`src/rtl/fetch_pkg.sv`:
```
// Shared fetch-stage types and RV32 opcode constants (shared with the control decoder).
package fetch_pkg;

    typedef enum logic [1:0] {
        BOOT  = 2'd0,
        FETCH = 2'd1,
        FLUSH = 2'd2
    } fetch_state_t;

    typedef struct packed {
        logic [31:0] pc;
        logic [31:0] instr;
    } fetch_entry_t;

    localparam logic [31:0] NOP_INSTR = 32'h0000_0013;

    localparam logic [6:0] OP_RTYPE  = 7'b0110011;
    localparam logic [6:0] OP_LOAD   = 7'b0000011;
    localparam logic [6:0] OP_STORE  = 7'b0100011;
    localparam logic [6:0] OP_BRANCH = 7'b1100011;

    function automatic logic [31:0] word_align(input logic [31:0] addr);
        return addr & 32'hFFFF_FFFC;
    endfunction

endpackage

```
`src/rtl/fetch_buf.sv`:
```
// Two-entry in-order FIFO of fetched {pc, instr} pairs; flush empties it in one cycle.
module fetch_buf
    import fetch_pkg::*;
(
    input  logic         clk,
    input  logic         rst_n,
    input  logic         i_push,
    input  fetch_entry_t i_push_data,
    input  logic         i_pop,
    input  logic         i_flush,
    output fetch_entry_t o_head,
    output logic [1:0]   o_count
);

    fetch_entry_t r_mem [2];
    logic         r_wr_ptr;
    logic         r_rd_ptr;
    logic [1:0]   r_count;
    logic         w_do_push;
    logic         w_do_pop;

    assign w_do_pop  = i_pop && (r_count != 2'd0);
    // A full buffer still takes a push when the head leaves in the same cycle.
    assign w_do_push = i_push && ((r_count != 2'd2) || w_do_pop);

    always_ff @(posedge clk or negedge rst_n) begin
        if (!rst_n) begin
            r_wr_ptr <= 1'b0;
            r_rd_ptr <= 1'b0;
            r_count  <= '0;
        end else if (i_flush) begin
            r_wr_ptr <= 1'b0;
            r_rd_ptr <= 1'b0;
            r_count  <= '0;
        end else begin
            if (w_do_push) r_wr_ptr <= ~r_wr_ptr;
            if (w_do_pop)  r_rd_ptr <= ~r_rd_ptr;
            r_count <= r_count + {1'b0, w_do_push} - {1'b0, w_do_pop};
        end
    end

    always_ff @(posedge clk) begin
        if (w_do_push && !i_flush) r_mem[r_wr_ptr] <= i_push_data;
    end

    assign o_head  = r_mem[r_rd_ptr];
    assign o_count = r_count;

endmodule

```
`src/rtl/fetch_unit.sv`:
```
// Instruction fetch stage: credit-limited requests, in-order response buffer, redirect flush.
// Optional FETCH_MISALIGN_CHECK_EN enables the sticky misaligned-redirect flag.
module fetch_unit
    import fetch_pkg::*;
#(
    parameter logic [31:0] RESET_PC = 32'h0000_0000
) (
    input  logic        clk,
    input  logic        rst_n,
    output logic        imem_req_valid,
    input  logic        imem_req_ready,
    output logic [31:0] imem_req_addr,
    input  logic        imem_rsp_valid,
    input  logic [31:0] imem_rsp_data,
    input  logic        redirect_valid,
    input  logic [31:0] redirect_pc,
    output logic        id_valid,
    input  logic        id_ready,
    output logic [31:0] id_instr,
    output logic [31:0] id_pc,
    output logic [6:0]  id_opcode,
    output logic        misalign_err
);

    fetch_state_t r_state;
    fetch_state_t w_state_nxt;
    logic [31:0]  r_pc;
    logic [1:0]   r_outstanding;
    logic [1:0]   r_drop_cnt;
    logic [1:0]   w_drop_nxt;
    logic [1:0]   w_out_after_rsp;
    logic [1:0]   w_buf_count;
    logic         w_credit_ok;
    logic         w_accept;
    logic         w_push;
    logic         w_pop;
    logic [31:0]  w_rsp_pc;
    fetch_entry_t w_push_entry;
    fetch_entry_t w_buf_head;

    assign w_out_after_rsp = (imem_rsp_valid && (r_outstanding != 2'd0)) ?
                             (r_outstanding - 2'd1) : r_outstanding;
    assign w_credit_ok = ({1'b0, r_outstanding} + {1'b0, w_buf_count}) < 3'd2;
    assign w_accept    = imem_req_valid && imem_req_ready;

    // Outstanding requests in FETCH are consecutive words ending at r_pc-4,
    // so the oldest one (the one answering now) is recovered arithmetically.
    assign w_rsp_pc     = r_pc - {28'd0, r_outstanding, 2'b00};
    assign w_push_entry = '{pc: w_rsp_pc, instr: imem_rsp_data};

    always_ff @(posedge clk or negedge rst_n) begin
        if (!rst_n) r_state <= BOOT;
        else        r_state <= w_state_nxt;
    end

    always_comb begin
        w_state_nxt    = r_state;
        imem_req_valid = 1'b0;
        w_push         = 1'b0;
        w_drop_nxt     = r_drop_cnt;
        case (r_state)
            BOOT: begin
                w_state_nxt = FETCH;
            end
            FETCH: begin
                if (redirect_valid) begin
                    w_drop_nxt  = w_out_after_rsp;
                    w_state_nxt = (w_out_after_rsp != 2'd0) ? FLUSH : FETCH;
                end else begin
                    imem_req_valid = w_credit_ok;
                    w_push         = imem_rsp_valid;
                end
            end
            FLUSH: begin
                if (redirect_valid) begin
                    w_drop_nxt = w_out_after_rsp;
                end else begin
                    if (imem_rsp_valid && (r_drop_cnt != 2'd0)) w_drop_nxt = r_drop_cnt - 2'd1;
                    if (w_drop_nxt == 2'd0) w_state_nxt = FETCH;
                end
            end
            default: begin
                w_state_nxt = BOOT;
            end
        endcase
    end

    always_ff @(posedge clk or negedge rst_n) begin
        if (!rst_n) begin
            r_pc          <= RESET_PC;
            r_outstanding <= '0;
            r_drop_cnt    <= '0;
        end else begin
            if (redirect_valid)  r_pc <= word_align(redirect_pc);
            else if (w_accept)   r_pc <= r_pc + 32'd4;
            r_outstanding <= w_out_after_rsp + {1'b0, w_accept};
            r_drop_cnt    <= w_drop_nxt;
        end
    end

    assign imem_req_addr = r_pc;
    assign w_pop         = id_valid && id_ready;

    fetch_buf u_buf (
        .clk         (clk),
        .rst_n       (rst_n),
        .i_push      (w_push),
        .i_push_data (w_push_entry),
        .i_pop       (w_pop),
        .i_flush     (redirect_valid),
        .o_head      (w_buf_head),
        .o_count     (w_buf_count)
    );

    assign id_valid  = (w_buf_count != 2'd0);
    assign id_instr  = id_valid ? w_buf_head.instr : NOP_INSTR;
    assign id_pc     = id_valid ? w_buf_head.pc : '0;
    assign id_opcode = id_instr[6:0];

`ifdef FETCH_MISALIGN_CHECK_EN
    logic r_misalign;

    always_ff @(posedge clk or negedge rst_n) begin
        if (!rst_n)                                          r_misalign <= 1'b0;
        else if (redirect_valid && (redirect_pc[1:0] != 2'b00)) r_misalign <= 1'b1;
    end

    assign misalign_err = r_misalign;
`else
    assign misalign_err = 1'b0;
`endif

endmodule
```
`config.mk`:
```
export PLATFORM = sky130hd
export DESIGN_NAME = fetch_unit
export DESIGN_NICKNAME = d
export VERILOG_FILES = /design/src/rtl/fetch_pkg.sv /design/src/rtl/fetch_buf.sv /design/src/rtl/fetch_unit.sv
export SDC_FILE = /design/constraint.sdc
export NUM_CORES = 1
export LEC_CHECK = 0
export CORE_MARGIN = 1.5
export CORE_UTILIZATION = 52
export CTS_BUF_LIST = sky130_fd_sc_hd__clkbuf_8
export CTS_CLUSTER_DIAMETER = 120
export DETAILED_ROUTE_END_ITERATION = 16
export GPL_TIMING_DRIVEN = 1
export PLACE_DENSITY = 0.91
export SKIP_LAST_GASP = 1
export SYNTH_ARGS = -nofsm -noshare
export SYNTH_HDL_FRONTEND = slang
export SYNTH_SLANG_ARGS = --single-unit
```
`constraint.sdc`:
```
create_clock -name clk -period 5.1 [get_ports clk]
set_input_delay 1.02 -clock clk [delete_from_list [all_inputs] [get_ports clk]]
set_output_delay 1.02 -clock clk [all_outputs]
set_load 0.01 [all_outputs]
```
==> reports/results.txt, run 1 <==
WL met3 - 1046 um
FF+latch count, synth - 164
clock sinks - 164
element type at the critical path start - primary input
Critical Path AT - 2.69 ns
Post-Syn Area - 7731 um^2
crit path max fanout - 5
Reg-to-Reg Start - u_buf.o_count[0]
RSZ-0062 raised after global routing - false
Fillers - 1043
Sw Pwr - 0.001363 W
flop-to-flop setup slack - 1.96 ns
Comb pwr share - 0.361
worst hold path class - register to register
DRT met1 WL - 7211 um
warnings from Yosys - 0
clock buffer count from CTS - 17
Max-Cap Viols - 0
HPWL Detailed - 11490 um
crit path launch - redirect_valid
DR DRC count - 0
Clock Latency Late Sink - 0.45 ns
first-pass GRT wire length - 27090 um
area growth from synthesis to layout - 27.63%
Worst R2R End - imem_req_addr[17]
clk slew on worst S/H paths - 0.09 ns
wire length per cell - 17.00 um
CP Capture Point - imem_req_valid
largest net degree at the start of global routing - 63
Seq pwr share - 0.424
gr usage total - 0.2206
Slew Viols, Final - 0
initial antenna violation count - 0
switch share - 0.3277
remaining antenna violation count - 0
site row count - 44
ANT cells - 0
FF+latch area - 4728 um^2
Seq/Total Area, Yosys - 0.6111
Leak Pwr - 3.428 nW
post-synthesis compound-gate area fraction - 0.04677
Synth Area in XOR/XNOR - 0.05551
minimum clock period - 3.707 ns
Die ar. - 15610 um^2
Final nets - 863
status - completed
die height - 124.9 um
FFs w/ async S/R, synth - 0.2439
Final setup viols - 0
Synth Area in Simple Gates - 0.1447
distinct cell type count after synthesis - 57
via count - 5388
post-CTS setup buffer count - 0
Starting Density - 0.5319
TritonCTS clock tree - yes
gpl congestion - 0.8492
final setup TNS - 0 ns
areal power density over the cells - 421.5 nW/um^2
Clock Power Share - 0.215
clk_skew - 0.01239 ns
Worst Tran Pin Value - 0.9501 ns
final hold viol count - 0
Synth Area in Adders - 0.01813
Worst slew margin - 0.3666
Int Power - 0.002796 W
FMAX - 269.7 MHz
syn_area_per_cell - 12.19 um^2
drt pass-1 iters - 5
met2 wire len - 7955 um
number of synthesized flops with an enable pin - 124
CTS Root Cell - clkbuf_8
die width - 124.9 um
cell count after placement - 948
post-route clock period utilization - 0.7269
core footprint - 14530 um^2
Layout Cells excl Fill - 980
kind of critical path - primary input to primary output
hold_buf cts - 0
Synth Instances - 634
most frequent cells in the layout - clkdlybuf4s50_1 (167), edfxtp_1 (124), nor2_1 (87), mux2i_1 (64), dfrtp_1 (39)
post-cts repair resize count - 0
Post-Route WL - 16660 um
Setup crit end kind - primary output
mux cell area share after synthesis - 0.08286
share of cells above drive strength 1 - 0.06658
most common cell after layout, fill and taps aside - clkdlybuf4s50_1
utilization after layout - 0.6789
hold_ws - 0.4954 ns
maximum VDD drop - 0.0001907 V
Clock Tree Buf Depth - 2
Port Buffers - 168
Ports - 176
Multi-input gate area - 2725 um^2
# H-tree levels - 4
GRT overflow - 0
Reg2Reg Depth - 9
vias in the first global route - 5266
largest family of logic cells by synthesized area - simple AND/OR/NAND/NOR gates
Vias/cell - 5.498
Critical Path RT - 4.08 ns
initial DRC count - 348
Top Layer Used - met4
ys flop type - edfxtp_1
power by group through the flow:
stage	Sequential, W	Clock (W)	Combinational [W]
detailed placement	0.00179	0	0.00151
CTS	0.00176	0.000914	0.00152
global placement	0.00178	0	0.00147
floorplan	0.00173	0	0.000867
global route	0.00179	0.000964	0.00164
finish	0.00176	0.000892	0.00150
per-stage QoR:
step | setup WS, ns | power, W | instance area, um^2
finish | 1.393 | 0.004159 | 9867
CTS | 1.358 | 0.004194 | 9867
global route | 1.323 | 0.004389 | 9867
global placement | 1.394 | 0.003253 | 9492
floorplan | 0.1691 | 0.002598 | 7746
detailed placement | 1.366 | 0.003301 | 9492
cells in the mapped netlist (5+ instances only):
library cell    n  area share
and4_1          5      0.0057
a21oi_1         9      0.0058
nor4_1         13       0.011
buf_4          12       0.012
nand2_1        38       0.018
buf_1           8      0.0039
xor2_1         23       0.026
nand3_1        16       0.010
clkbuf_1       28       0.014
ha_1            8       0.013
nor2_1         88       0.043
o21ai_0        24       0.016
edfxtp_1      124        0.48
inv_1          17      0.0083
nor3_1         12      0.0078
xnor2_1        26       0.029
mux2i_1        64       0.083
dfrtp_1        40        0.13
nand4_1        11      0.0089
nor2b_1         6      0.0049
metal layers:
metal,vias to the layer above,GRT usage
met3,37,0.04621
met4,0,0.08957
met5,-,0
met2,238,0.3484
met1,2549,0.3016
li1,2564,-
flip-flops by register name, summed over array words and instances, names as in the netlist:
signal,cells
r_outstanding,2
r_drop_cnt,2
u_buf.o_count,2
imem_req_addr,30
u_buf.r_rd_ptr,1
u_buf.r_mem,124
u_buf.r_wr_ptr,1
r_state,2
area by class of cell:
cell class,count,area share
Sequential cell,164,0.4792
Multi-Input combinational cell,405,0.2762
Clock buffer,17,0.02371
Clock inverter,15,0.01433
Inverter,19,0.007228
Timing Repair Buffer,176,0.1760
Tap cell,184,0.02333
critical path: stages:
cell             delay [ns]
clkdlybuf4s50_1        0.43
nor3b_1                0.23
buf_4                  0.18
nor3b_1                0.25
clkdlybuf4s50_1        0.58
how the worst min path moves through the flow:
stage               start    endpoint  cells after the start
3_3_place_gp   r_state[0]  r_state[1]                      1
6_report       r_state[0]  r_state[1]                      1
5_1_grt        r_state[0]  r_state[1]                      1
2_1_floorplan  r_state[0]  r_state[1]                      1
3_5_place_dp   r_state[0]  r_state[1]                      1
4_1_cts        r_state[0]  r_state[1]                      1
cell families (layout without fill, tap and decap cells):
kind of cell | after synthesis | count (layout)
other cells | 1 | 5
compound gates | 57 | 57
xor+xnor | 49 | 49
buf+inv | 69 | 227
simple gates | 220 | 220
flops | 164 | 164
fa+ha+maj | 10 | 10
mux | 64 | 64
(Power assumes the default switching activity.)
==> run 2, diff against run 1 <==
--- a/config.mk
+++ b/config.mk
@@ -6,12 +6,12 @@
 export NUM_CORES = 1
 export LEC_CHECK = 0
 export CORE_MARGIN = 1.5
-export CORE_UTILIZATION = 52
+export CORE_UTILIZATION = 47
 export CTS_BUF_LIST = sky130_fd_sc_hd__clkbuf_8
 export CTS_CLUSTER_DIAMETER = 120
 export DETAILED_ROUTE_END_ITERATION = 16
 export GPL_TIMING_DRIVEN = 1
-export PLACE_DENSITY = 0.91
+export PLACE_DENSITY = 0.88
 export SKIP_LAST_GASP = 1
 export SYNTH_ARGS = -nofsm -noshare
 export SYNTH_HDL_FRONTEND = slang
==> constraint.sdc (replaced) <==
create_clock -name clk -period 3 [get_ports clk]
set_input_delay 0.6 -clock clk [delete_from_list [all_inputs] [get_ports clk]]
set_output_delay 0.6 -clock clk [all_outputs]
set_load 0.01 [all_outputs]
==> reports/results.txt, run 2 (synthesized netlist as in run 1, its figures left out) <==
status - completed
drt pass-1 iters - 5
most common cell after layout, fill and taps aside - clkdlybuf4s50_1
ANT cells - 0
CTS Root Cell - clkbuf_8
Port Buffers - 168
remaining antenna violation count - 0
Final setup viols - 0
hold_buf cts - 0
initial antenna violation count - 0
DR DRC count - 0
clock buffer count from CTS - 17
area growth from synthesis to layout - 30.94%
Starting Density - 0.4832
Worst Tran Pin Value - 0.6933 ns
FF+latch area - 4728 um^2
clk slew on worst S/H paths - 0.09 ns
clk_skew - 0.01198 ns
Worst slew margin - 0.5378
clock sinks - 164
Multi-input gate area - 2730 um^2
Leak Pwr - 3.546 nW
share of cells above drive strength 1 - 0.08282
worst hold path class - primary input to async pin
Final nets - 876
post-place setup slack - 0.1521 ns
most flop-heavy register - u_buf.r_mem
post-CTS setup buffer count - 0
site row count - 46
element type at the critical path start - register
FMAX - 353.5 MHz
crit path max fanout - 5
Vias/cell - 5.374
die width - 131.3 um
first-pass GRT wire length - 28480 um
Max-Cap Viols - 0
vias in the first global route - 5450
GRT overflow - 0
minimum clock period - 2.829 ns
post-route cell area - 10120 um^2
TritonCTS clock tree - yes
# H-tree levels - 4
Critical Path RT - 3.29 ns
RSZ-0062 raised after global routing - false
Total Power - 0.007382 W
flop-to-flop setup slack - 0.17 ns
Critical Path AT - 3.12 ns
via count - 5508
gpl congestion - 0.8588
Die ar. - 17230 um^2
utilization after layout - 0.6327
gr usage total - 0.2108
max reg flops - 124
final hold viol count - 0
areal power density over the cells - 729.2 nW/um^2
Slew Viols, Final - 0
Fillers - 1247
maximum VDD drop - 0.0003218 V
die height - 131.3 um
Post-DP Area - 9692 um^2
Clock Tree Buf Depth - 2
kind of critical path - register to register
wire length per cell - 17.38 um
core footprint - 16000 um^2
final setup TNS - 0 ns
largest net degree at the start of global routing - 57
Clock Latency Late Sink - 0.46 ns
initial DRC count - 377
Ports - 176
Post-Route WL - 17810 um
HPWL Detailed - 12750 um
Worst Setup Slack, final - 0.1709 ns
post-route clock period utilization - 0.9430
Setup crit end kind - register
most frequent cells in the layout - clkdlybuf4s50_1 (166), edfxtp_1 (124), nor2_1 (87), mux2i_1 (64), dfrtp_1 (39)
-- run 2: cell count changes in the layout (fill, tap and decap cells not counted), sizes merged --
| cell | before | now |
|---|---|---|
| buf | 9 | 22 |
| dlymetal6s2s | 0 | 1 |
| bufinv | 2 | 4 |
| inv | 19 | 20 |
| clkdlybuf4s50 | 167 | 166 |
| clkinvlp | 3 | 4 |
| clkinv | 10 | 6 |
-- run 2: stage by stage --
| stage | instances | hold WS (ns) |
|---|---|---|
| detailed placement | 993 | 0.5070 |
| CTS | 1025 | 0.1735 |
| floorplan | 638 | 0.3044 |
| global route | 1025 | 0.2071 |
| global placement | 993 | 0.4750 |
| finish | 1025 | 0.1676 |
-- run 2: where the power goes --
| group | leakage [nW] | internal (W) | switching, W |
|---|---|---|---|
| combinational | 1.73 | 0.00135 | 0.00134 |
| clock | 0.208 | 0.000897 | 0.000807 |
| sequential | 1.61 | 0.00274 | 0.000238 |
-- run 2: final timing paths --
| check | to | cells after the start | startpoint |
|---|---|---|---|
| worst max-delay path | u_buf.r_mem[1][62] | 8 | imem_req_addr[2] |
| worst min-delay path | imem_req_addr[27] | 1 | rst_n |
| worst max register to register | u_buf.r_mem[1][62] | 8 | imem_req_addr[2] |
| worst min register to register | r_state[1] | 1 | r_state[0] |
| max in group asynchronous | r_drop_cnt[0] | 2 | rst_n |
| min in group clk | r_state[1] | 1 | r_state[0] |
-- run 2: layout make-up --
class | instances | share of cell area
Clock buffer | 17 | 0.02311
Clock inverter | 15 | 0.01879
Inverter | 19 | 0.007045
Multi-Input combinational cell | 405 | 0.2697
Sequential cell | 164 | 0.4671
Tap cell | 216 | 0.02670
Timing Repair Buffer | 189 | 0.1876
-- run 2: repair_timing --
| action | CTS | global route |
|---|---|---|
| endpoints found under the setup margin | 1 | 1 |
| resized for setup | 1 | 1 |
| gates cloned | 0 | 0 |
| pin swaps | 0 | 0 |
-- run 2: per-layer routing --
| layer | track usage | share of wire | wire length (um) |
|---|---|---|---|
| met5 | 0 | 0 | 0 |
| met4 | 0.08333 | 0.025 | 448 |
| met3 | 0.04977 | 0.064 | 1148 |
| met2 | 0.3474 | 0.48 | 8624 |
| met1 | 0.2703 | 0.43 | 7591 |
-- run 2: critical path, cell delays in order (launching register included) --
cell	delay [ns]
dfrtp_1	0.43
inv_1	0.14
ha_1	0.20
fa_1	0.24
or4b_1	0.54
nand3b_1	0.31
or3_4	0.43
nor2_1	0.14
xor2_1	0.21
==> run 3, diff against run 2 <==
==> constraint.sdc (replaced) <==
create_clock -name clk -period 2.4 [get_ports clk]
set_input_delay 0.48 -clock clk [delete_from_list [all_inputs] [get_ports clk]]
set_output_delay 0.48 -clock clk [all_outputs]
set_load 0.01 [all_outputs]
==> reports/results.txt, run 3 (synthesized netlist as in run 1, its figures left out) <==
Worst slew margin - 0.4967
Final nets - 945
met3 usage - 0.05054
Comb pwr share - 0.423
Worst Tran Pin Value - 0.7550 ns
Leak Pwr - 4.259 nW
Total Power - 0.01011 W
gr busiest metal - met2
GR Layer Usage met2 - 0.3707
initial antenna violation count - 0
HPWL Detailed - 13170 um
post-place setup slack - -0.1099 ns
Clock Power Share - 0.220
share of cells above drive strength 1 - 0.2164
Slew Viols, Final - 0
CTS Root Cell - clkbuf_8
Clock Tree Buf Depth - 2
Critical Path AT - 2.82 ns
GRT overflow - 0
die height - 131.3 um
Reg-to-Reg Start - r_outstanding[0]
max reg flops - 124
vias in the first global route - 5748
DR DRC count - 0
clock sinks - 164
failing checks - setup timing
Fillers - 1167
wire length per cell - 18.26 um
clk slew on worst S/H paths - 0.09 ns
clk_skew - 0.01058 ns
utilization after layout - 0.6835
Clock Latency Late Sink - 0.45 ns
minimum clock period - 2.510 ns
Int Power - 0.006808 W
final hold viol count - 0
status - finished with violations
first-pass GRT wire length - 29530 um
Starting Density - 0.4832
Reg2Reg Depth - 10
Ports - 176
TritonCTS clock tree - yes
areal power density over the cells - 924.8 nW/um^2
largest net degree at the start of global routing - 57
die width - 131.3 um
gr usage total - 0.2198
Worst R2R End - imem_req_addr[28]
CP peak stage delay - 0.51 ns
most flop-heavy register - u_buf.r_mem
drt pass-1 iters - 5
flop-to-flop setup slack - -0.11 ns
Sw Pwr - 0.003306 W
Die ar. - 17230 um^2
kind of critical path - register to register
initial DRC count - 425
# H-tree levels - 4
crit path max fanout - 5
Setup crit end kind - register
core footprint - 16000 um^2
gpl congestion - 0.8991
maximum VDD drop - 0.0004702 V
CP Cell Sequence - inv_2 -> nor2_4 -> fa_1 -> nor3b_2 -> buf_4 -> nand4_1 -> buf_6 -> nor4_2 -> xnor2_1 -> o21ai_0
most frequent cells in the layout - edfxtp_1 (124), clkdlybuf4s50_1 (96), nor2_1 (84), buf_4 (69), mux2i_1 (58)
Worst path slowest cell - fa_1
Port Buffers - 168
element type at the critical path start - register
WP buf/inv - 3
hold_buf cts - 0
Max-Cap Viols - 0
via count - 5878
Final setup viols - 25
Worst Setup Slack, final - -0.1100 ns
hold_ws - 0.08324 ns
clock buffer count from CTS - 17
GR Util met1 - 0.2794
final setup TNS - -0.8243 ns
ANT cells - 0
switch share - 0.3269
Worst path top cell family by delay - simple AND/OR/NAND/NOR gates
FMAX - 398.4 MHz
area growth from synthesis to layout - 41.46%
Seq pwr share - 0.358
Post-Route WL - 19980 um
site row count - 46
RSZ-0062 raised after global routing - true
post-route clock period utilization - 1.046
most common cell after layout, fill and taps aside - edfxtp_1
remaining antenna violation count - 0
worst hold path class - primary input to async pin
Critical Path RT - 2.71 ns
Vias/cell - 5.373
==> run 3: cell types whose count changed in the layout (fill, tap and decap cells not counted), moves of 5 or more <==
| cell | previous run | this run |
|---|---|---|
| clkbuf_2 | 0 | 19 |
| mux2i_1 | 64 | 58 |
| dlygate4sd2_1 | 0 | 37 |
| clkdlybuf4s15_1 | 0 | 13 |
| buf_4 | 16 | 69 |
| buf_6 | 0 | 6 |
| nor4_4 | 1 | 8 |
| nor4_1 | 13 | 2 |
| clkdlybuf4s50_1 | 166 | 96 |
| mux2i_2 | 0 | 5 |
| buf_12 | 5 | 11 |
==> run 3: power groups by stage <==
stage          logic [W]  registers [W]  clock network (W)
2_1_floorplan    0.00186        0.00367                  0
6_report         0.00427        0.00362            0.00222
3_5_place_dp     0.00369        0.00370                  0
3_3_place_gp     0.00358        0.00368                  0
4_1_cts          0.00369        0.00361            0.00226
5_1_grt          0.00455        0.00365            0.00236
==> run 3: what timing repair did <==
item / in CTS / in global routing
endpoints found under the setup margin: 91 / 89
gates cloned: 1 / 4
resized for setup: 81 / 94
pin swaps: 0 / 17
setup buffers: 12 / 20
==> run 3: area by class of cell <==
cell class              instances  area, um^2  share of cell area
clock buffers                  17       234.0             0.02139
clock inverters                15       214.0             0.01956
inverters                      19       71.32            0.006521
multi-input cells             405        2970              0.2716
flip-flops and latches        164        4728              0.4323
well taps                     216       270.3             0.02471
repair buffers                258        2449              0.2239
==> run 3: metrics by stage <==
stage / instance area (um^2) / instances
global route: 10940 / 1094
floorplan: 7785 / 638
finish: 10940 / 1094
CTS: 10530 / 1070
global placement: 9987 / 1025
detailed placement: 9987 / 1025
==> run 3: worst max path at each step <==
stage	start	end	slack (ns)	depth (start not counted)
finish	r_outstanding[0]	imem_req_addr[28]	-0.11	10
global route	r_outstanding[0]	imem_req_addr[28]	-0.21	10
CTS	u_buf.o_count[1]	id_pc[31]	-0.09	5
detailed placement	redirect_valid	imem_req_valid	-0.11	4
global placement	redirect_valid	imem_req_valid	-0.15	4
floorplan	imem_req_addr[2]	u_buf.r_mem[0][60]	-0.05	8
==> run 3: routing by layer <==
metal,vias to the layer above,wire length (um)
met5,-,0
li1,2729,-
met4,0,422
met1,2835,8266
met3,37,1341
met2,277,9944
